**src/rtl/serial_adder.sv**
```systemverilog
// ============================================================================
//  Module   : serial_adder
//  Brief    : Bit-serial adder, one full-adder cell plus carry flop, LSB first.
//  Revision : 1.0 - initial release
// ============================================================================
`default_nettype none

module serial_adder #(
    parameter int WIDTH = 8
) (
    input  logic             clk,
    input  logic             rst,
    input  logic             start,
    input  logic [WIDTH-1:0] a,
    input  logic [WIDTH-1:0] b,
    input  logic             cin,
    output logic [WIDTH-1:0] sum,
    output logic             cout,
    output logic             busy,
    output logic             done
);

    localparam int CW = (WIDTH > 2) ? $clog2(WIDTH) : 1;
    localparam logic [CW-1:0] C_LAST = CW'(WIDTH - 1);

    typedef enum logic [1:0] {
        IDLE = 2'd0,
        RUN  = 2'd1,
        DONE = 2'd2
    } state_t;

    state_t           r_state;
    logic [WIDTH-1:0] r_a;
    logic [WIDTH-1:0] r_b;
    logic [WIDTH-1:0] r_psum;
    logic [CW-1:0]    r_cnt;
    logic             r_carry;

    logic             w_s;
    logic             w_c;

    // Full-adder cell on the current LSB pair and the stored carry
    assign w_s = r_a[0] ^ r_b[0] ^ r_carry;
    assign w_c = (r_a[0] & r_b[0]) | (r_a[0] & r_carry) | (r_b[0] & r_carry);

    always_ff @(posedge clk) begin
        if (rst) begin
            r_state <= IDLE;
            r_a     <= '0;
            r_b     <= '0;
            r_psum  <= '0;
            r_cnt   <= '0;
            r_carry <= 1'b0;
            sum     <= '0;
            cout    <= 1'b0;
            busy    <= 1'b0;
            done    <= 1'b0;
        end else begin
            case (r_state)
                IDLE, DONE: begin
                    done <= 1'b0;
                    if (start) begin
                        r_a     <= a;
                        r_b     <= b;
                        r_carry <= cin;
                        r_psum  <= '0;
                        r_cnt   <= '0;
                        r_state <= RUN;
                        busy    <= 1'b1;
                    end else begin
                        r_state <= IDLE;
                        busy    <= 1'b0;
                    end
                end
                RUN: begin
                    r_carry <= w_c;
                    r_a     <= r_a >> 1;
                    r_b     <= r_b >> 1;
                    r_psum  <= {w_s, r_psum[WIDTH-1:1]};
                    if (r_cnt == C_LAST) begin
                        // Final bit: publish the result straight from the cell
                        sum     <= {w_s, r_psum[WIDTH-1:1]};
                        cout    <= w_c;
                        r_state <= DONE;
                        busy    <= 1'b0;
                        done    <= 1'b1;
                    end else begin
                        r_cnt   <= r_cnt + CW'(1);
                    end
                end
                default: begin
                    r_state <= IDLE;
                    busy    <= 1'b0;
                    done    <= 1'b0;
                end
            endcase
        end
    end

endmodule

`default_nettype wire

```
**config.mk**
```make
export PLATFORM = sky130hd
export DESIGN_NAME = serial_adder
export DESIGN_NICKNAME = d
export VERILOG_FILES = /design/src/rtl/serial_adder.sv
export SDC_FILE = /design/constraint.sdc
export NUM_CORES = 1
export LEC_CHECK = 0
export ABC_AREA = 1
export BUFFER_PORTS_ARGS = -buffer_cell sky130_fd_sc_hd__buf_2
export CAP_MARGIN = 20
export CORE_MARGIN = 5
export CORE_UTILIZATION = 58
export DETAILED_ROUTE_END_ITERATION = 7
export PLACE_DENSITY = 0.82
export SLEW_MARGIN = 30
export SYNTH_ARGS = -nofsm -noshare
export SYNTH_HDL_FRONTEND = slang
export SYNTH_SLANG_ARGS = --single-unit
```
**constraint.sdc**
```tcl
create_clock -name clk -period 1.8 [get_ports clk]
set_clock_uncertainty 0.05 [all_clocks]
set_input_delay 0.36 -clock clk [delete_from_list [all_inputs] [get_ports clk]]
set_output_delay 0.36 -clock clk [all_outputs]
set_load 0.02 [all_outputs]
```
==> results.cfg, run 1 <==
[status]
run_status = finished, final reports clean

[timing]
fmax_ghz = 0.7165
setup_slack_ps = 404.2
period_share = 0.7754
max_slew.worst_pin.slew_ps = 341.9
tns_ps = 0
final.min_clock_period_ps = 1396
setup_viol = 0
drv_slew = 0
rsz0062_at_grt = no
max-slew-margin-rel = 0.7719
final_hold_viol_count = 0

[route]
ant_nets = 0
wl_um = 3025
first_pass_iters = 7
vias_per_cell = 4.899
drc = 0
wl_per_cell_um = 10.19
vias = 1455
drt_iter0_drc = 70

[power_and_ir_drop]
worst_ir_drop_vdd_uv = 749.5
power_mw = 1.844
power.density_nw_per_um2 = 945.8
leakage_nw = 0.9589

[global_routing]
grt_pass1_vias = 1256
grt_max_degree = 35
grt-ovfl-total = 0
antenna_found_initial = 0
grt.total_usage = 0.1593
grt_pass1_wl_um = 5230

[clock_network]
cts_root_buf = clkbuf_4
cts_resized = 0
post-cts-setup-buffers = 0
ctsHtreeMaxLevel = 2
postCtsHoldBufs = 0
cts-buffers-inserted = 5
cts_buffer_depth = 2
cts_sinks = 40
cts_tree = yes
clkLatencyLatePin_ps = 350
clk_pin_slew_ps = 120

[critical_path]
crit_type = flip-flop to flip-flop
arrival_ps = 1600
path_max_fanout = 34
crit_family = simple AND/OR/NAND/NOR gates
path_cells = inv_2, nand2_2, nand2_4, o21ai_1, nor2_1
end_kind = flip-flop
slowest_stage = dfxtp_1
worstPathRequired_ps = 2010
start_kind = flip-flop
crit_buf_inv = 1
slowest_delay_ps = 490

[yosys]
synthTopCellsByCount = nor2_1 (64), nand2_1 (42), dfxtp_1 (40)
ys_seq_elements = 40
synth.most_common_cell = nor2_1
yosys_warnings = 0
syn_nets = 260
synthDistinctLibCells = 22
synth_top_area_share = 0.4614
yosysSeqAreaShare = 0.4614
synthCells = 236
postSynthAreaPerCell_um2 = 7.353
synthArstFlopShare = 0
netlist_area_um2 = 1735
synth_edf_count = 0
yosys-top-cells-area = dfxtp_1 (46%), nor2_1 (14%), nand2_1 (9.1%)
synth_top_area_cell = dfxtp_1
ys.flop_type = dfxtp_1

[finish]
final_nets = 289
area_growth_pct = 12.33
layout.area.seq_um2 = 800.8
multi_input_area_um2 = 759.5
antenna_cells = 0
layout-drive-gt1-share = 0.1880
n_fill_cell = 261

[die]
fp-row-count = 19
start_util = 0.6186
dieArea_um2 = 4186
fp.coreArea_um2 = 2805
die_y_um = 64.70
chipWidth_um = 64.70
pin_count = 31

[run]
max_cap_violations = 0

[min_path]
hold_path_class = primary input to flip-flop

[place]
io_buffers = 30
place_congestion = 0.7880
dp_slack_ps = 419.0
place_hpwl_um = 2045
[cell usage in the layout, fill, tap and decap left out, drive strengths merged]
cell type	instances
o21ai	22
nand3	9
nor3	3
nor2	66
fa	1
bufinv	1
nand2	45
ha	3
buf	32
inv	24
clkbuf	7
o22ai	6
dfxtp	40
a21oi	7
[path summary, 6_finish.rpt]
kind / end / slack (ps) / depth (start not counted) / from
worst max-delay path: r_a[0] / 400 / 5 / r_state[0]
worst min-delay path: r_b[7] / 200 / 2 / rst
worst max register to register: r_a[0] / 400 / 5 / r_state[0]
worst min register to register: busy / 410 / 2 / busy
[cell type report]
type / instances / share of cell area
multi-input combinational: 162 / 0.3896
sequential: 40 / 0.4108
inverter: 24 / 0.04621
clock buffer: 7 / 0.03338
tap: 31 / 0.01990
timing repair buffer: 32 / 0.08472
clock inverter: 1 / 0.01540
[flip-flops by register name, summed over array words and instances, names as in the netlist]
register  cells
cout          1
r_b           8
r_a           8
sum           8
done          1
r_carry       1
r_cnt         3
r_psum        7
busy          1
r_state       2
[per-layer routing]
| metal | track usage | share of wire | vias up |
|---|---|---|---|
| met5 | 0 | 0 | - |
| met4 | 0.09499 | 0.025 | 0 |
| met3 | 0.04318 | 0.039 | 9 |
| met2 | 0.2516 | 0.46 | 27 |
| met1 | 0.1940 | 0.48 | 626 |
| li1 | - | - | 793 |
[power breakdown]
part / internal [mW] / switching, mW
Combinational: 0.0861 / 0.143
Clock: 0.369 / 0.284
Sequential: 0.933 / 0.0283
Total: 1.39 / 0.456
[per-stage QoR]
stage | hold WS, ps | std cells | instance area, um^2 | utilization
3_5_place_dp | 402.2 | 289 | 1854 | 0.6610
5_1_grt | 189.5 | 297 | 1949 | 0.6949
4_1_cts | 185.0 | 297 | 1949 | 0.6949
3_3_place_gp | 394.1 | 289 | 1854 | 0.6610
6_report | 201.2 | 297 | 1949 | 0.6949
2_1_floorplan | 379.1 | 236 | 1735 | -
[cell families (layout without fill, tap and decap cells)]
group                    count (synthesis)  in the layout  synth area share
AND/OR/NAND/NOR                        123            123            0.2992
flip-flops                              40             40            0.4614
AO/OA/AOI/OAI                           35             35            0.1053
buffers and inverters                   34             64            0.1009
adder cells (fa/ha/maj)                  4              4           0.03317
No activity file was read; power rests on OpenSTA's default activity.
==> run 2: changes to the inputs <==
--- a/config.mk
+++ b/config.mk
@@ -5,13 +5,13 @@
 export SDC_FILE = /design/constraint.sdc
 export NUM_CORES = 1
 export LEC_CHECK = 0
-export ABC_AREA = 1
+export ABC_AREA = 0
 export BUFFER_PORTS_ARGS = -buffer_cell sky130_fd_sc_hd__buf_2
 export CAP_MARGIN = 20
 export CORE_MARGIN = 5
-export CORE_UTILIZATION = 58
+export CORE_UTILIZATION = 54
 export DETAILED_ROUTE_END_ITERATION = 7
-export PLACE_DENSITY = 0.82
+export PLACE_DENSITY = 0.78
 export SLEW_MARGIN = 30
 export SYNTH_ARGS = -nofsm -noshare
 export SYNTH_HDL_FRONTEND = slang
==> constraint.sdc (replaced) <==
create_clock -name clk -period 1.3 [get_ports clk]
set_clock_uncertainty 0.05 [all_clocks]
set_input_delay 0.26 -clock clk [delete_from_list [all_inputs] [get_ports clk]]
set_output_delay 0.26 -clock clk [all_outputs]
set_load 0.02 [all_outputs]
==> results.cfg, run 2 <==
[route]
ant_nets = 0
vias_per_cell = 5.566
vias = 1436
drt_iter0_drc = 58
wl_per_cell_um = 13.10
drc = 0
first_pass_iters = 4
wl_um = 3380

[yosys]
synth.most_common_cell = nand2_1
postSynthAreaPerCell_um2 = 8.506
synth_edf_count = 0
synthArstFlopShare = 0
synthCells = 193
yosysSeqAreaShare = 0.4878
synth-compound-area-share = 0.1608
ys_seq_elements = 40
synth_xor_area_frac = 0
synth_fa_ha_area_frac = 0.03506
synthDistinctLibCells = 20
synth_top_family_by_area = simple AND/OR/NAND/NOR gates
synthTopCellsByCount = nand2_1 (44), dfxtp_1 (40), a21oi_1 (23)
ys.flop_type = dfxtp_1
yosys_warnings = 0
yosys-top-cells-area = dfxtp_1 (49%), nand2_1 (10%), a21oi_1 (7.0%)
synth_top_area_share = 0.4878
syn_nets = 217
yosys.area_share.simple = 0.2561
synth.area.mux_share = 0
netlist_area_um2 = 1642
synth_top_area_cell = dfxtp_1

[global_routing]
grt.total_usage = 0.1788
grt_pass1_vias = 1355
antenna_found_initial = 0
grt-ovfl-total = 0
grt_pass1_wl_um = 5802
grt_max_degree = 41

[finish]
layout-drive-gt1-share = 0.2711
area_growth_pct = 21.19
antenna_cells = 0
layout.area.seq_um2 = 804.5
final_common_cell = nand2_1
final_nets = 248
stdcell_area_um2 = 1989
reg_top3 = r_a x8, r_b x8, sum x8
final_util = 0.6681
layout_common_cells = nand2_1 (44), dfxtp_1 (37), buf_2 (30), a21oi_1 (23), nand3_1 (18)
instances_no_fill = 258
multi_input_area_um2 = 784.5
n_fill_cell = 250

[power_and_ir_drop]
power_mw = 2.460
leakage_nw = 0.7825
worst_ir_drop_vdd_uv = 868.1
power.density_nw_per_um2 = 1236
cellInternalPower_mw = 1.834
power_frac_clock = 0.329
swShare = 0.2543
pwr-share-seq = 0.540
power_frac_comb = 0.131
switching_power_uw = 625.4

[critical_path]
worstRegToRegCells = 5
crit_type = flip-flop to flip-flop
reg2reg_slack_ps = -60
slowest_delay_ps = 400
arrival_ps = 1560
timing.rr.end = r_cnt[2]
worstPathRequired_ps = 1490
end_kind = flip-flop
crit_top_cell = ha_4
slowest_stage = or3b_4
path_cells = ha_4, ha_4, or3b_4, nand3_2, a21oi_1
rr_startpoint = r_cnt[1]
start_kind = flip-flop
path_max_fanout = 4

[clock_network]
cts_sinks = 40
cts_tree = yes
cts_buffer_depth = 2
clkLatencyLatePin_ps = 350
cts_root_buf = clkbuf_4
postCtsHoldBufs = 0
cts-buffers-inserted = 5
ctsHtreeMaxLevel = 2
clk_pin_slew_ps = 120

[timing]
setup_viol = 5
max-slew-margin-rel = 0.8611
tns_ps = -215.5
final.min_clock_period_ps = 1363
setup_slack_ps = -62.93
rsz0062_at_grt = yes
fmax_ghz = 0.7337
max_slew.worst_pin.slew_ps = 207.0
final_hold_viol_count = 0
hold_slack_ps = 91.24
period_share = 1.048
drv_slew = 0

[min_path]
hold_path_class = primary input to flip-flop
min_to = r_b[7]
hp-start = b[7]
min_path_cells = 3

[place]
io_buffers = 30
place_congestion = 0.7446
place_area_um2 = 1897
dp_slack_ps = -74.25
place_hpwl_um = 2314
dpl.cell_count = 249

[die]
fp-row-count = 20
chipWidth_um = 65.14
pin_count = 31
start_util = 0.5513
die_y_um = 65.14
fp.coreArea_um2 = 2978
dieArea_um2 = 4243

[status]
violations = negative setup slack
run_status = complete, but fails checks

[run]
max_cap_violations = 0
## run 2: cell count changes after synthesis, moves of 7 or more
cell	before	now
nand3_1	9	21
o21ai_1	12	0
a21oi_1	7	23
nor3_1	0	7
a311oi_1	0	8
inv_1	22	0
o21ai_0	10	0
nor2_1	64	14
## run 2: per-layer routing
layer | up-vias | global-route usage | wire length (um)
met1 | 660 | 0.1964 | 1428
li1 | 728 | - | -
met3 | 4 | 0.07009 | 223
met5 | - | 0 | 0
met2 | 44 | 0.3014 | 1686
met4 | 0 | 0.08549 | 42
## run 2: area by class of cell
type / count / share of cell area
multi-input combinational: 137 / 0.3943
tap: 33 / 0.02075
clock inverter: 3 / 0.02138
timing repair buffer: 40 / 0.1403
sequential: 40 / 0.4044
clock buffer: 5 / 0.01887
## run 2: kinds of logic after synthesis
kind of cell | count (synthesis)
adders and majority gates | 4
and+or+nand+nor | 95
AOI/OAI and AO/OA | 38
buffers and inverters | 16
DFF | 40
## run 2: worst max path at each step
stage | slack [ps] | depth (start not counted) | startpoint | end
final | -60 | 5 | r_cnt[1] | r_cnt[2]
after CTS | -70 | 5 | r_cnt[1] | r_cnt[0]
after floorplan | -40 | 5 | r_cnt[1] | r_cnt[1]
after global routing | -110 | 5 | r_cnt[1] | r_cnt[1]
after global placement | -30 | 5 | r_cnt[1] | r_cnt[0]
after detailed placement | -70 | 5 | r_cnt[1] | r_cnt[2]
## run 2: critical path, delay by kind of cell (launching register included)
kind	cells	cell delay, ps
AND/OR/NAND/NOR	2	470
AO/OA/AOI/OAI	1	60
flip-flops	1	360
adder cells (fa/ha/maj)	2	310
## run 2: timing repair
item                       in CTS  in global routing
hold endpoints to repair        0                  0
resized for setup               0                  2
buffers inserted                1                  0
setup endpoints to repair      13                 27
pin swaps                       1                  0
## run 2: power by group through the flow
stage / registers [mW] / clock network (mW) / logic, mW
2_1_floorplan: 1.35 / 0 / 0.230
3_3_place_gp: 1.35 / 0 / 0.313
3_5_place_dp: 1.35 / 0 / 0.325
4_1_cts: 1.33 / 0.825 / 0.326
5_1_grt: 1.33 / 0.898 / 0.363
6_report: 1.33 / 0.808 / 0.323
==> run 3: changes to the inputs <==
--- a/config.mk
+++ b/config.mk
@@ -8,7 +8,6 @@
 export ABC_AREA = 0
 export BUFFER_PORTS_ARGS = -buffer_cell sky130_fd_sc_hd__buf_2
 export CAP_MARGIN = 20
-export CORE_MARGIN = 5
 export CORE_UTILIZATION = 54
 export DETAILED_ROUTE_END_ITERATION = 7
 export PLACE_DENSITY = 0.78
==> results.cfg, run 3 (synthesis gave the netlist of run 2 again) <==
[route]
wl_per_cell_um = 13.15
drt_iter0_drc = 62
ant_nets = 0
vias = 1490
first_pass_iters = 6
vias_per_cell = 5.731
drc = 2
wl_um = 3420

[timing]
drv_slew = 0
rsz0062_at_grt = yes
final_hold_viol_count = 0
period_share = 1.050
final.min_clock_period_ps = 1365
setup_slack_ps = -64.94
setup_viol = 4
fmax_ghz = 0.7326
max-slew-margin-rel = 0.8019
max_slew.worst_pin.slew_ps = 297.2
hold_slack_ps = 94.00

[die]
die_y_um = 57.14
dieArea_um2 = 3264
fp.coreArea_um2 = 2829
chipWidth_um = 57.14
pin_count = 31
start_util = 0.5803
fp-row-count = 19

[finish]
reg_top3 = r_a x8, r_b x8, sum x8
layout_common_cells = nand2_1 (44), dfxtp_1 (36), buf_2 (30), a21oi_1 (19), nand3_1 (18)
final_util = 0.7240
instances_no_fill = 260
final_common_cell = nand2_1
layout-drive-gt1-share = 0.3275
n_fill_cell = 218
area_growth_pct = 24.77
final_nets = 252
antenna_cells = 0

[critical_path]
arrival_ps = 1570
crit_buf_inv = 0
worstRegToRegCells = 5
path_cells = ha_4, ha_4, or3b_4, nand3_2, a21oi_2
crit_top_cell = ha_4
slowest_delay_ps = 400
start_kind = flip-flop
timing.rr.end = r_cnt[2]
end_kind = flip-flop
worstPathRequired_ps = 1510
crit_family = simple AND/OR/NAND/NOR gates
path_max_fanout = 4
slowest_stage = or3b_4
crit_type = flip-flop to flip-flop
reg2reg_slack_ps = -60
rr_startpoint = r_cnt[1]

[global_routing]
grt_pass1_wl_um = 5830
grt_max_degree = 25
grt.total_usage = 0.2319
grt_pass1_vias = 1359
grt-ovfl-total = 0
antenna_found_initial = 0

[power_and_ir_drop]
swShare = 0.2581
cellInternalPower_mw = 1.846
pwr-share-seq = 0.535
leakage_nw = 0.8067
power_mw = 2.489
power_frac_comb = 0.138
power.density_nw_per_um2 = 1215
power_frac_clock = 0.327
switching_power_uw = 642.3
worst_ir_drop_vdd_uv = 771.7

[clock_network]
cts_sinks = 40
ctsHtreeMaxLevel = 2
cts-buffers-inserted = 5
clk_pin_slew_ps = 120
cts_tree = yes
cts_buffer_depth = 2
clkLatencyLatePin_ps = 350
cts_root_buf = clkbuf_4

[min_path]
hp-start = b[7]
min_path_cells = 3
hold_path_class = primary input to flip-flop
min_to = r_b[7]

[status]
violations = design-rule violations, negative setup slack
run_status = complete, but fails checks

[place]
io_buffers = 30
place_hpwl_um = 2333
dp_slack_ps = -63.99
place_congestion = 0.7672
dpl.cell_count = 251

[run]
max_cap_violations = 0
[run 3: cell types whose count changed in the layout (fill, tap and decap cells not counted), sizes merged]
| cell | before | now |
|---|---|---|
| buf | 40 | 44 |
[run 3: worst max path at each step]
stage	depth (start not counted)	start	end
after floorplan	5	r_cnt[1]	r_cnt[1]
after global placement	5	r_cnt[1]	r_cnt[1]
after detailed placement	5	r_cnt[1]	r_cnt[2]
after CTS	5	r_cnt[1]	r_cnt[2]
after global routing	5	r_cnt[1]	r_cnt[0]
final	5	r_cnt[1]	r_cnt[2]
[run 3: tightest hold or removal path: cells and delay by family]
kind | cells | cell delay [ps]
and+or+nand+nor | 1 | 50
AOI/OAI and AO/OA | 1 | 50
buffers and inverters | 1 | 100
[run 3: metal layers]
layer | part of all wire | wire length, um | GRT usage | vias up
met3 | 0.039 | 133 | 0.06122 | 5
met5 | 0 | 0 | 0 | -
met2 | 0.53 | 1814 | 0.4000 | 28
met1 | 0.41 | 1413 | 0.2747 | 712
li1 | - | - | - | 745
met4 | 0.017 | 59 | 0.09408 | 0
[run 3: final cells by class]
cell class                 instances  area, um^2  area share
clock buffer                       5       37.54     0.01833
clock inverter                     3       42.54     0.02077
multi-input combinational        137       828.3      0.4044
sequential                        40       805.8      0.3934
tap                               31       38.79     0.01894
timing repair buffer              44       295.3      0.1442
[run 3: what timing repair did]
item	CTS	global route
gates cloned	0	0
pin swaps	1	1
endpoints found under the setup margin	16	30
hold buffers	0	0
buffers inserted	1	0
gates resized for setup	2	13
[run 3: power by group through the flow]
| stage | sequential [mW] | combinational (mW) | clock (mW) |
|---|---|---|---|
| 3_3_place_gp | 1.35 | 0.309 | 0 |
| 5_1_grt | 1.34 | 0.383 | 0.879 |
| 2_1_floorplan | 1.35 | 0.230 | 0 |
| 6_report | 1.33 | 0.344 | 0.813 |
| 4_1_cts | 1.33 | 0.327 | 0.835 |
| 3_5_place_dp | 1.35 | 0.321 | 0 |
[run 3: through the flow]
stage | TNS, ps | instance area (um^2)
2_1_floorplan | -110.4 | 1687
3_3_place_gp | -90.00 | 1899
3_5_place_dp | -296.4 | 1899
4_1_cts | -218.4 | 1994
5_1_grt | -676.8 | 2048
6_report | -201.8 | 2048
